**config.mk**
```make
export PLATFORM = sky130hd
export DESIGN_NAME = l1_dcache
export DESIGN_NICKNAME = d
export VERILOG_FILES = /design/src/rtl/lc3b_types.sv /design/src/rtl/dcache_control.sv /design/src/rtl/l1_dcache.sv
export SDC_FILE = /design/constraint.sdc
export NUM_CORES = 2
export LEC_CHECK = 0
export CAP_MARGIN = 20
export CORE_ASPECT_RATIO = 1.4
export CORE_MARGIN = 2
export CORE_UTILIZATION = 35
export CTS_CLUSTER_DIAMETER = 150
export CTS_CLUSTER_SIZE = 40
export DETAILED_ROUTE_END_ITERATION = 7
export HOLD_SLACK_MARGIN = 0.03
export MAX_ROUTING_LAYER = met4
export SETUP_SLACK_MARGIN = 0.2
export SLEW_MARGIN = 20
export SYNTH_ARGS = -nofsm -noshare
export SYNTH_HDL_FRONTEND = slang
export SYNTH_HIERARCHICAL = 1
export SYNTH_SLANG_ARGS = --single-unit
```
**constraint.sdc**
```tcl
create_clock -name clk -period 5.2 [get_ports clk]
set_clock_uncertainty 0.2 [all_clocks]
set_input_delay 1.04 -clock clk [delete_from_list [all_inputs] [get_ports clk]]
set_output_delay 1.04 -clock clk [all_outputs]
set_load 0.05 [all_outputs]
```
**src/rtl/lc3b_types.sv**
```systemverilog
// Shared LC-3b type definitions used by the L1 data cache.
// Provides the cache line / tag / index / offset types, the cache
// controller state encoding and a byte-merge helper for store hits.
package lc3b_types;

   typedef logic [15:0]  lc3b_word;
   typedef logic [1:0]   lc3b_mem_wmask;
   typedef logic [127:0] lc3b_cache_line;
   typedef logic [8:0]   lc3b_cache_tag;
   typedef logic [2:0]   lc3b_cache_index;
   typedef logic [3:0]   lc3b_cache_offset;

   localparam int DCACHE_SETS = 8;

   typedef enum logic [1:0] {
      DC_IDLE,
      DC_WRITEBACK,
      DC_ALLOCATE
   } dcache_state_t;

   // Replace the bytes of 'old_w' selected by 'mask' ([1] = high byte).
   function automatic lc3b_word byte_merge(input lc3b_word old_w,
                                           input lc3b_word new_w,
                                           input lc3b_mem_wmask mask);
      byte_merge = {mask[1] ? new_w[15:8] : old_w[15:8],
                    mask[0] ? new_w[7:0]  : old_w[7:0]};
   endfunction

endpackage

```
**src/rtl/dcache_control.sv**
```systemverilog
// Miss-handling FSM for the L1 data cache (IDLE / WRITEBACK / ALLOCATE).
// Ports:
//   clk, reset_n          clock, async active-low reset
//   mem_read, mem_write   MEM-stage request strobes
//   hit                   indexed set is valid with matching tag
//   victim_dirty          indexed set is valid and dirty
//   pmem_resp             physical memory completion pulse
//   dcache_resp           1 = request done / no request, 0 = stall
//   pmem_read, pmem_write registered physical memory strobes
//   miss_start            IDLE miss; the datapath latches the line address
//   load_line             fill data is valid this cycle, write it to the set
//   data_we               store hit, merge write data this cycle
module dcache_control
   import lc3b_types::*;
(
   input  logic clk,
   input  logic reset_n,
   input  logic mem_read,
   input  logic mem_write,
   input  logic hit,
   input  logic victim_dirty,
   input  logic pmem_resp,
   output logic dcache_resp,
   output logic pmem_read,
   output logic pmem_write,
   output logic miss_start,
   output logic load_line,
   output logic data_we
);

   dcache_state_t state;
   logic          req;
   logic          is_idle;

   assign req     = mem_read | mem_write;
   assign is_idle = (state == DC_IDLE);

   // Zero-cycle hit path: response is purely combinational in IDLE.
   assign dcache_resp = is_idle & (~req | hit);
   assign miss_start  = is_idle & req & ~hit;
   assign data_we     = is_idle & mem_write & hit;
   assign load_line   = (state == DC_ALLOCATE) & pmem_resp;

   // Strobes are registered alongside the state so they are asserted for
   // exactly the cycles spent in WRITEBACK / ALLOCATE. The request is not
   // consulted once a miss is in flight, so a withdrawn request still fills.
   always_ff @(posedge clk or negedge reset_n) begin
      if (!reset_n) begin
         state      <= DC_IDLE;
         pmem_read  <= 1'b0;
         pmem_write <= 1'b0;
      end else begin
         case (state)
            DC_IDLE: begin
               if (miss_start) begin
                  if (victim_dirty) begin
                     state      <= DC_WRITEBACK;
                     pmem_write <= 1'b1;
                  end else begin
                     state     <= DC_ALLOCATE;
                     pmem_read <= 1'b1;
                  end
               end
            end
            DC_WRITEBACK: begin
               if (pmem_resp) begin
                  state      <= DC_ALLOCATE;
                  pmem_write <= 1'b0;
                  pmem_read  <= 1'b1;
               end
            end
            DC_ALLOCATE: begin
               if (pmem_resp) begin
                  state     <= DC_IDLE;
                  pmem_read <= 1'b0;
               end
            end
            default: begin
               state      <= DC_IDLE;
               pmem_read  <= 1'b0;
               pmem_write <= 1'b0;
            end
         endcase
      end
   end

endmodule

```
**src/rtl/l1_dcache.sv**
```systemverilog
// Direct-mapped write-back L1 data cache: 8 sets x 16-byte lines.
// Ports:
//   clk, reset_n                 clock, async active-low reset
//   mem_read/mem_write           MEM-stage load / store request
//   mem_address, mem_wdata       byte address, store data
//   mem_byte_enable              store byte lanes, [1] = high byte
//   mem_rdata                    selected word of the indexed line
//   dcache_resp                  1 = done or idle, 0 = stall MEM
//   pmem_read/pmem_write         line fill / writeback strobes
//   pmem_address                 line address (low nibble zero), 0 when idle
//   pmem_wdata, pmem_rdata       victim line out, fill line in
//   pmem_resp                    physical memory completion pulse
module l1_dcache
   import lc3b_types::*;
(
   input  logic           clk,
   input  logic           reset_n,
   input  logic           mem_read,
   input  logic           mem_write,
   input  logic [15:0]    mem_address,
   input  logic [15:0]    mem_wdata,
   input  logic [1:0]     mem_byte_enable,
   output logic [15:0]    mem_rdata,
   output logic           dcache_resp,
   output logic           pmem_read,
   output logic           pmem_write,
   output logic [15:0]    pmem_address,
   output logic [127:0]   pmem_wdata,
   input  logic [127:0]   pmem_rdata,
   input  logic           pmem_resp
);

   logic [DCACHE_SETS-1:0] valid_arr;
   logic [DCACHE_SETS-1:0] dirty_arr;
   lc3b_cache_tag          tag_arr  [DCACHE_SETS];
   lc3b_cache_line         data_arr [DCACHE_SETS];

   lc3b_cache_tag    req_tag;
   lc3b_cache_index  req_index;
   lc3b_cache_offset req_offset;
   logic [2:0]       word_sel;
   logic             unused_byte_sel;

   assign req_tag         = mem_address[15:7];
   assign req_index       = mem_address[6:4];
   assign req_offset      = mem_address[3:0];
   assign word_sel        = req_offset[3:1];
   assign unused_byte_sel = req_offset[0];   // loads/stores are word aligned

   logic hit, victim_dirty, miss_start, load_line, data_we;

   assign hit          = valid_arr[req_index] & (tag_arr[req_index] == req_tag);
   assign victim_dirty = valid_arr[req_index] & dirty_arr[req_index];

   // Line address of the outstanding miss, captured when it starts so the
   // fill lands in the right set even if the request is dropped meanwhile.
   logic [11:0]     miss_line;
   lc3b_cache_tag   miss_tag;
   lc3b_cache_index miss_index;

   assign miss_tag   = miss_line[11:3];
   assign miss_index = miss_line[2:0];

   always_ff @(posedge clk or negedge reset_n) begin
      if (!reset_n)
         miss_line <= '0;
      else if (miss_start)
         miss_line <= mem_address[15:4];
   end

   dcache_control u_control (
      .clk          (clk),
      .reset_n      (reset_n),
      .mem_read     (mem_read),
      .mem_write    (mem_write),
      .hit          (hit),
      .victim_dirty (victim_dirty),
      .pmem_resp    (pmem_resp),
      .dcache_resp  (dcache_resp),
      .pmem_read    (pmem_read),
      .pmem_write   (pmem_write),
      .miss_start   (miss_start),
      .load_line    (load_line),
      .data_we      (data_we)
   );

   // Read path: always the selected word of the indexed line.
   lc3b_word cur_word;
   assign cur_word  = data_arr[req_index][{word_sel, 4'b0000} +: 16];
   assign mem_rdata = cur_word;

   // Writeback address uses the stored (victim) tag, fill uses the miss tag.
   always_comb begin
      pmem_address = '0;
      if (pmem_write)
         pmem_address = {tag_arr[miss_index], miss_index, 4'b0000};
      else if (pmem_read)
         pmem_address = {miss_tag, miss_index, 4'b0000};
   end

   assign pmem_wdata = data_arr[miss_index];

   always_ff @(posedge clk or negedge reset_n) begin
      if (!reset_n) begin
         valid_arr <= '0;
         dirty_arr <= '0;
         for (int i = 0; i < DCACHE_SETS; i++) begin
            tag_arr[i]  <= '0;
            data_arr[i] <= '0;
         end
      end else if (load_line) begin
         data_arr[miss_index]  <= pmem_rdata;
         tag_arr[miss_index]   <= miss_tag;
         valid_arr[miss_index] <= 1'b1;
         dirty_arr[miss_index] <= 1'b0;
      end else if (data_we) begin
         // A store with no lanes enabled still marks the line dirty.
         data_arr[req_index][{word_sel, 4'b0000} +: 16] <=
            byte_merge(cur_word, mem_wdata, mem_byte_enable);
         dirty_arr[req_index] <= 1'b1;
      end
   end

endmodule

```
# Word level (Yosys, flattened, before mapping)
# Index checks and enable logic that the tools add are counted.
[classes] n_shift=3 n_bitwise=19 reduce_logical=9 n_mux=50 n_eq_ne=8 n_addsub=1 magnitude_cmp=8
[op_table] cell="bitwise mux 1024 bit" count=2
[op_table] cell="2-to-1 mux 1024 bit" count=2
[op_table] cell="binary-select mux 128 bit (select 3 bit)" count=2
[op_table] cell="demux 128 bit (select 3 bit)" count=2
[op_table] cell="2-to-1 mux 128 bit" count=6
[op_table] cell="variable shift 16 x 9 -> 128 bit (first input constant)" count=1
[op_table] cell="variable part select 128 x 8 -> 16 bit" count=1
[op_table] cell="variable part select 16 x 9 -> 128 bit" count=1
[op_table] cell="bitwise mux 72 bit" count=1
[op_table] cell="binary-select mux 9 bit (select 3 bit)" count=2
[op_table] cell="2-to-1 mux 9 bit" count=5
[op_table] cell="2-to-1 mux 16 bit" count=2
[op_table] cell="2-to-1 mux 8 bit" count=4
[op_table] cell="demux 9 bit (select 3 bit)" count=1
[op_table] cell="OR 8 bit" count=2
[op_table] cell="2-to-1 mux 1 bit" count=10
[op_table] cell="equality test 9 bit" count=1
[op_table] cell="negator 7 -> 9 bit" count=1
[op_table] cell="bitwise AND 1 bit" count=8
[op_table] cell="bitwise AND 8 bit" count=1
[op_table] cell="greater-or-equal comparator 4 bit (second input constant)" count=2
[op_table] cell="< comparator 3 x 4 -> 1 bit (second input constant)" count=2
[op_table] cell="< comparator 4 x 1 -> 1 bit (second input constant)" count=2
[op_table] cell="2-to-1 mux 2 bit" count=4
[op_table] cell="18 further kinds" count=33
[word_totals] output_inout_bits=163 register_bits=1128 wordCells=120 inputBits=167

# Longest topological paths before layout
[depth] word_depth=10 ltp_mapped=25

# Cells and area by module
# The synthesis kept the hierarchy.
[by_module_without_submodules] mod="l1_dcache" cells_each=6271 area_per_inst_um2=61108.6 instances=1
[by_module_without_submodules] mod="dcache_control" cells_each=25 area_per_inst_um2=241.5 instances=1

# Least setup slack after synthesis
# OpenSTA, ideal clock, no wires.
[synth_timing] kind="input port to flip-flop" from="in mem_address[6]" to="reg data_arr[651] (netlist name)" path_buffers=10 t_arrival_ns=5.110 path_slack_ns=-0.244 required_time_ns=4.866 setup_time_ns=0.134 path_stages=21 path_cell_list="buf_4 -> buf_4 -> buf_4 -> buf_4 -> buf_2 -> buf_2 -> buf_1 -> mux4_2 -> mux2i_1 -> xor2_1 -> nand4_1 -> nor4_2 -> and3_1 -> clkbuf_1 -> nand2_1 -> nor2_1 -> buf_2 -> a21oi_1 -> clkbuf_1 -> a22oi_1 -> o21ai_0"
[synth_between] elab_cells_between_ends=25 classes_between="order compare: 2; eq/ne: 1; shift: 2; mux: 15; bitwise: 3; reduce/logical: 2"
[synth_lines] item="from (decl)" line_no="l1_dcache.sv:20" rtl="input logic [15:0] mem_address,"
[synth_lines] item="inverter 3 -> 4 bit (implied by the code)" line_no="l1_dcache.sv:52" rtl="assign hit = valid_arr[req_index] & (tag_arr[req_index] == req_tag);"
[synth_lines] item="binary-select mux 9 bit (select 3 bit)" line_no="l1_dcache.sv:52"
[synth_lines] item="2-to-1 mux 9 bit (implied by the code) (2 in series)" line_no="l1_dcache.sv:52"
[synth_lines] item="equality test 9 bit" line_no="l1_dcache.sv:52"
[synth_lines] item="bitwise AND 1 bit *" line_no="l1_dcache.sv:52"
[synth_lines] item="via hit" line_no="l1_dcache.sv:50" rtl="logic hit, victim_dirty, miss_start, load_line, data_we;"
[synth_lines] item="bitwise AND 1 bit *" line_no="dcache_control.sv:41" rtl="assign data_we = is_idle & mem_write & hit;"
[synth_lines] item="via data_we" line_no="l1_dcache.sv:50"
[synth_lines] item="nonzero test 2 bit (no line) *"
[synth_lines] item="to (signal, indexed assignment)" line_no="l1_dcache.sv:112" rtl="data_arr[miss_index] <= pmem_rdata;"
[synth_lines] item="to (signal, indexed assignment)" line_no="l1_dcache.sv:118" rtl="data_arr[req_index][{word_sel, 4'b0000} +: 16] <="
[synth_lines] item="to (decl)" line_no="l1_dcache.sv:36" rtl="lc3b_cache_line data_arr [DCACHE_SETS];"
# The timed path passes the listed nets; every way through them passes the cells marked *. The select of a mux whose other input is x is not followed.
# A chain may end at the register's enable or synchronous reset.

# Worst setup path after layout
[layout_timing] from="in mem_address[4]" to="out mem_rdata[14]"
[layout_between] elab_chain_len=5
[layout_rtl] item="inverter 3 -> 4 bit (implied by the code)" line_no="l1_dcache.sv:89" rtl="assign cur_word = data_arr[req_index][{word_sel, 4'b0000} +: 16];"
[layout_rtl] item="binary-select mux 128 bit (select 3 bit)" line_no="l1_dcache.sv:89"
[layout_rtl] item="2-to-1 mux 128 bit (implied by the code) (2 in series)" line_no="l1_dcache.sv:89"
[layout_rtl] item="variable part select 128 x 8 -> 16 bit" line_no="l1_dcache.sv:89"
[layout_rtl] item="to (decl)" line_no="l1_dcache.sv:23" rtl="output logic [15:0] mem_rdata,"
# Every way passes these cells. The select of a mux whose other input is x is not followed.

==> reports/summary.txt <==
status: complete, no violations
post-synthesis average cell area: 9.74 µm²
Post-Synthesis Cell Area: 61400 µm²
RSZ-0062 raised after global routing: true
DRT Wirelength: 332 mm
vias in the first global route: 60713
Final Max Tran Viols: 0
Post-Layout Cell Count: 8754
largest net degree at the start of global routing: 119
CP endpoint kind: output pin
total power: 43.7 mW
IO Port Bufs: 324
Tightest Hold Check Type: primary input to async pin
Main synth FF type: dfrtp_1
CTS tree: yes
post-synthesis cell count: 6296
sequential area share after synthesis: 0.460
grt total ovfl: 0
fin crit period: 5.09 ns
# Post-CTS Setup Buffers: 0
chip width: 358 µm
area grow syn2layout: 16.6%
Ys Warns: 6
pwr dens: 611 nW/µm²
drt first pass iters: 7
worst-path maximum fanout: 25
post-route cell area: 71500 µm²
# setup viols final: 0
Initial DRC Count: 11335
Worst Tran Pin Value: 1.27 ns
Final GP Congestion: 1.01
Critical Path Start Type: primary input
headroom to the max-slew limit: 0.155
multi-input combinational cell area: 29900 µm²
Fillers: 17132
post-route ant nets: 0
register area: 28200 µm²
Hold Fails Final Rpt: 0
Core ar.: 174000 µm²
vias per std cell: 7.29
clock tree buffer depth: 3
crit share post-route: 0.978
CTS clk-pin slew, worst paths: 0.14 ns
layout cells sized above 1: 0.148
# nets final: 6588
first-pass GRT wire length: 466 mm
Post-synth EDFFs: 0
Max Clock Freq: 197 MHz
Synth top area share: 0.460
clock root cell: clkbuf_16
worst-skew pair later-pin latency: 0.74 ns
overall routing resource usage: 0.370
DP Area: 70200 µm²
CTS Hold Bufs: 0
VDD IR max: 494 µV
I/O Pins: 330
DP HPWL: 213 mm
via count: 63809
Initial Util: 0.353
die area: 179000 µm²
Yosys reg bits: 1128
drc violations: 0
dpl cells: 8665
Setup WS post-layout: 0.113 ns
Leak Pwr: 29.8 nW
initial antenna violation count: 55
Std-Cell Rows: 181
max-cap violation count: 0
main area contributors after synthesis: dfrtp_1 (46%), a22oi_1 (19%), o21ai_0 (7.9%)
pre-CTS setup slack: -0.168 ns
clk sink count: 1128
Post-synth ARST share: 1.00
Synth cell types: 83
CTS H-Tree Depth: 2
Die H: 499 µm
Avg WL per Cell: 37.9 µm
TritonCTS Buffers: 34
data required time of the critical path: 3.96 ns
Synth area leader: dfrtp_1
WP data arrival: 3.85 ns
kind of critical path: primary input to output pin
-- path summary, 6_finish.rpt --
path	start	end	slack (ns)	depth (start not counted)
hold / removal	reset_n	data_arr[204]$_DFFE_PN0P_	0.16	1
setup / recovery	mem_address[4]	mem_rdata[14]	0.11	11
min in group clk	valid_arr[0]$_DFFE_PN0P_	valid_arr[0]$_DFFE_PN0P_	0.28	1
max in group asynchronous	reset_n	data_arr[464]$_DFFE_PN0P_	3.29	2
hold reg to reg	valid_arr[0]$_DFFE_PN0P_	valid_arr[0]$_DFFE_PN0P_	0.28	1
setup reg to reg	tag_arr[35]$_DFFE_PN0P_	data_arr[680]$_DFFE_PN0P_	1.10	13
-- cell usage after synthesis, drive strengths merged, types with 77 or more instances --
| cell | count |
|---|---|
| nand2 | 332 |
| mux2i | 165 |
| mux2 | 149 |
| clkbuf | 561 |
| nand4 | 147 |
| dfrtp | 1128 |
| a22oi | 1574 |
| buf | 255 |
| o22ai | 77 |
| a221oi | 111 |
| o21ai | 1019 |
| a21oi | 201 |
| nor2 | 77 |
-- area by class of cell --
class / count / area share
Multi-Input combinational cell: 4343 / 0.418
Antenna cell: 47 / 0.00164
Tap cell: 2287 / 0.0400
Clock buffer: 37 / 0.0123
Inverter: 13 / 0.000787
Clock inverter: 3 / 0.000630
Sequential cell: 1128 / 0.395
Timing Repair Buffer: 896 / 0.132
-- repair_timing --
item / in CTS / in global routing
pin swaps: 0 / 1
gates cloned: 1 / 1
gates resized for setup: 23 / 80
endpoints found under the setup margin: 104 / 73
-- metal layers --
metal,vias up,part of all wire,GRT usage
met3,1549,0.15,0.128
met5,-,0,-
met2,5901,0.41,0.508
met1,31471,0.35,0.453
met4,0,0.088,0.253
li1,24888,-,-
-- kinds of logic (layout without fill, tap and decap cells) --
family / after synthesis / in the layout / synth area share
xor gates and xnor gates: 9 / 9 / 0.00128
AOI/OAI and AO/OA: 3258 / 3258 / 0.356
DFF: 1128 / 1128 / 0.460
and+or+nand+nor: 730 / 731 / 0.0581
muxes: 336 / 336 / 0.0640
other: 1 / 51 / 0.0000611
adders and majority gates: 5 / 5 / 0.00102
buffers and inverters: 829 / 949 / 0.0594
-- power breakdown --
part           total [mW]  internal [mW]  switching, mW  leakage [nW]
logic                23.1           8.02           15.1          15.2
clock network        4.23           1.26           2.98         0.455
registers            16.4           12.7           3.63          14.1
total                43.7           22.0           21.7          29.8
-- cells in the final DEF, fill, tap and decap left out, types with 69 or more instances in the layout --
| cell type | instances |
|---|---|
| a21oi_1 | 178 |
| a221oi_1 | 111 |
| a22oi_1 | 1574 |
| buf_12 | 143 |
| buf_4 | 473 |
| clkdlybuf4s50_1 | 187 |
| dfrtp_1 | 1126 |
| dlymetal6s2s_1 | 69 |
| mux2_2 | 148 |
| mux2i_1 | 154 |
| nand2_1 | 329 |
| nand4_1 | 147 |
| o21ai_0 | 970 |
| o22ai_1 | 76 |
-- sequential cells by signal, indices dropped and copies added, names as in the netlist --
signal / count
data_arr: 1024
dirty_arr: 8
miss_line: 12
tag_arr: 72
u_control/pmem_read: 1
u_control/pmem_write: 1
u_control/state: 2
valid_arr: 8
-- critical path, stage by stage --
cell and delay (ns):
buf_8 0.15, buf_12 0.23, buf_12 0.23, mux2_2 0.37, a221o_1 0.29, a221oi_1 0.35
buf_4 0.24, o32a_1 0.27, o221ai_2 0.25, buf_12 0.21, buf_12 0.14
-- through the flow --
| stage | hold WS (ns) | TNS, ns | util |
|---|---|---|---|
| after floorplan | 0.229 | 0 | - |
| after global placement | 0.244 | -0.462 | 0.404 |
| after detailed placement | 0.247 | -0.717 | 0.404 |
| after CTS | 0.193 | 0 | 0.409 |
| after global routing | 0.190 | 0 | 0.411 |
| final | 0.161 | 0 | 0.411 |
(Power assumes the default switching activity.)
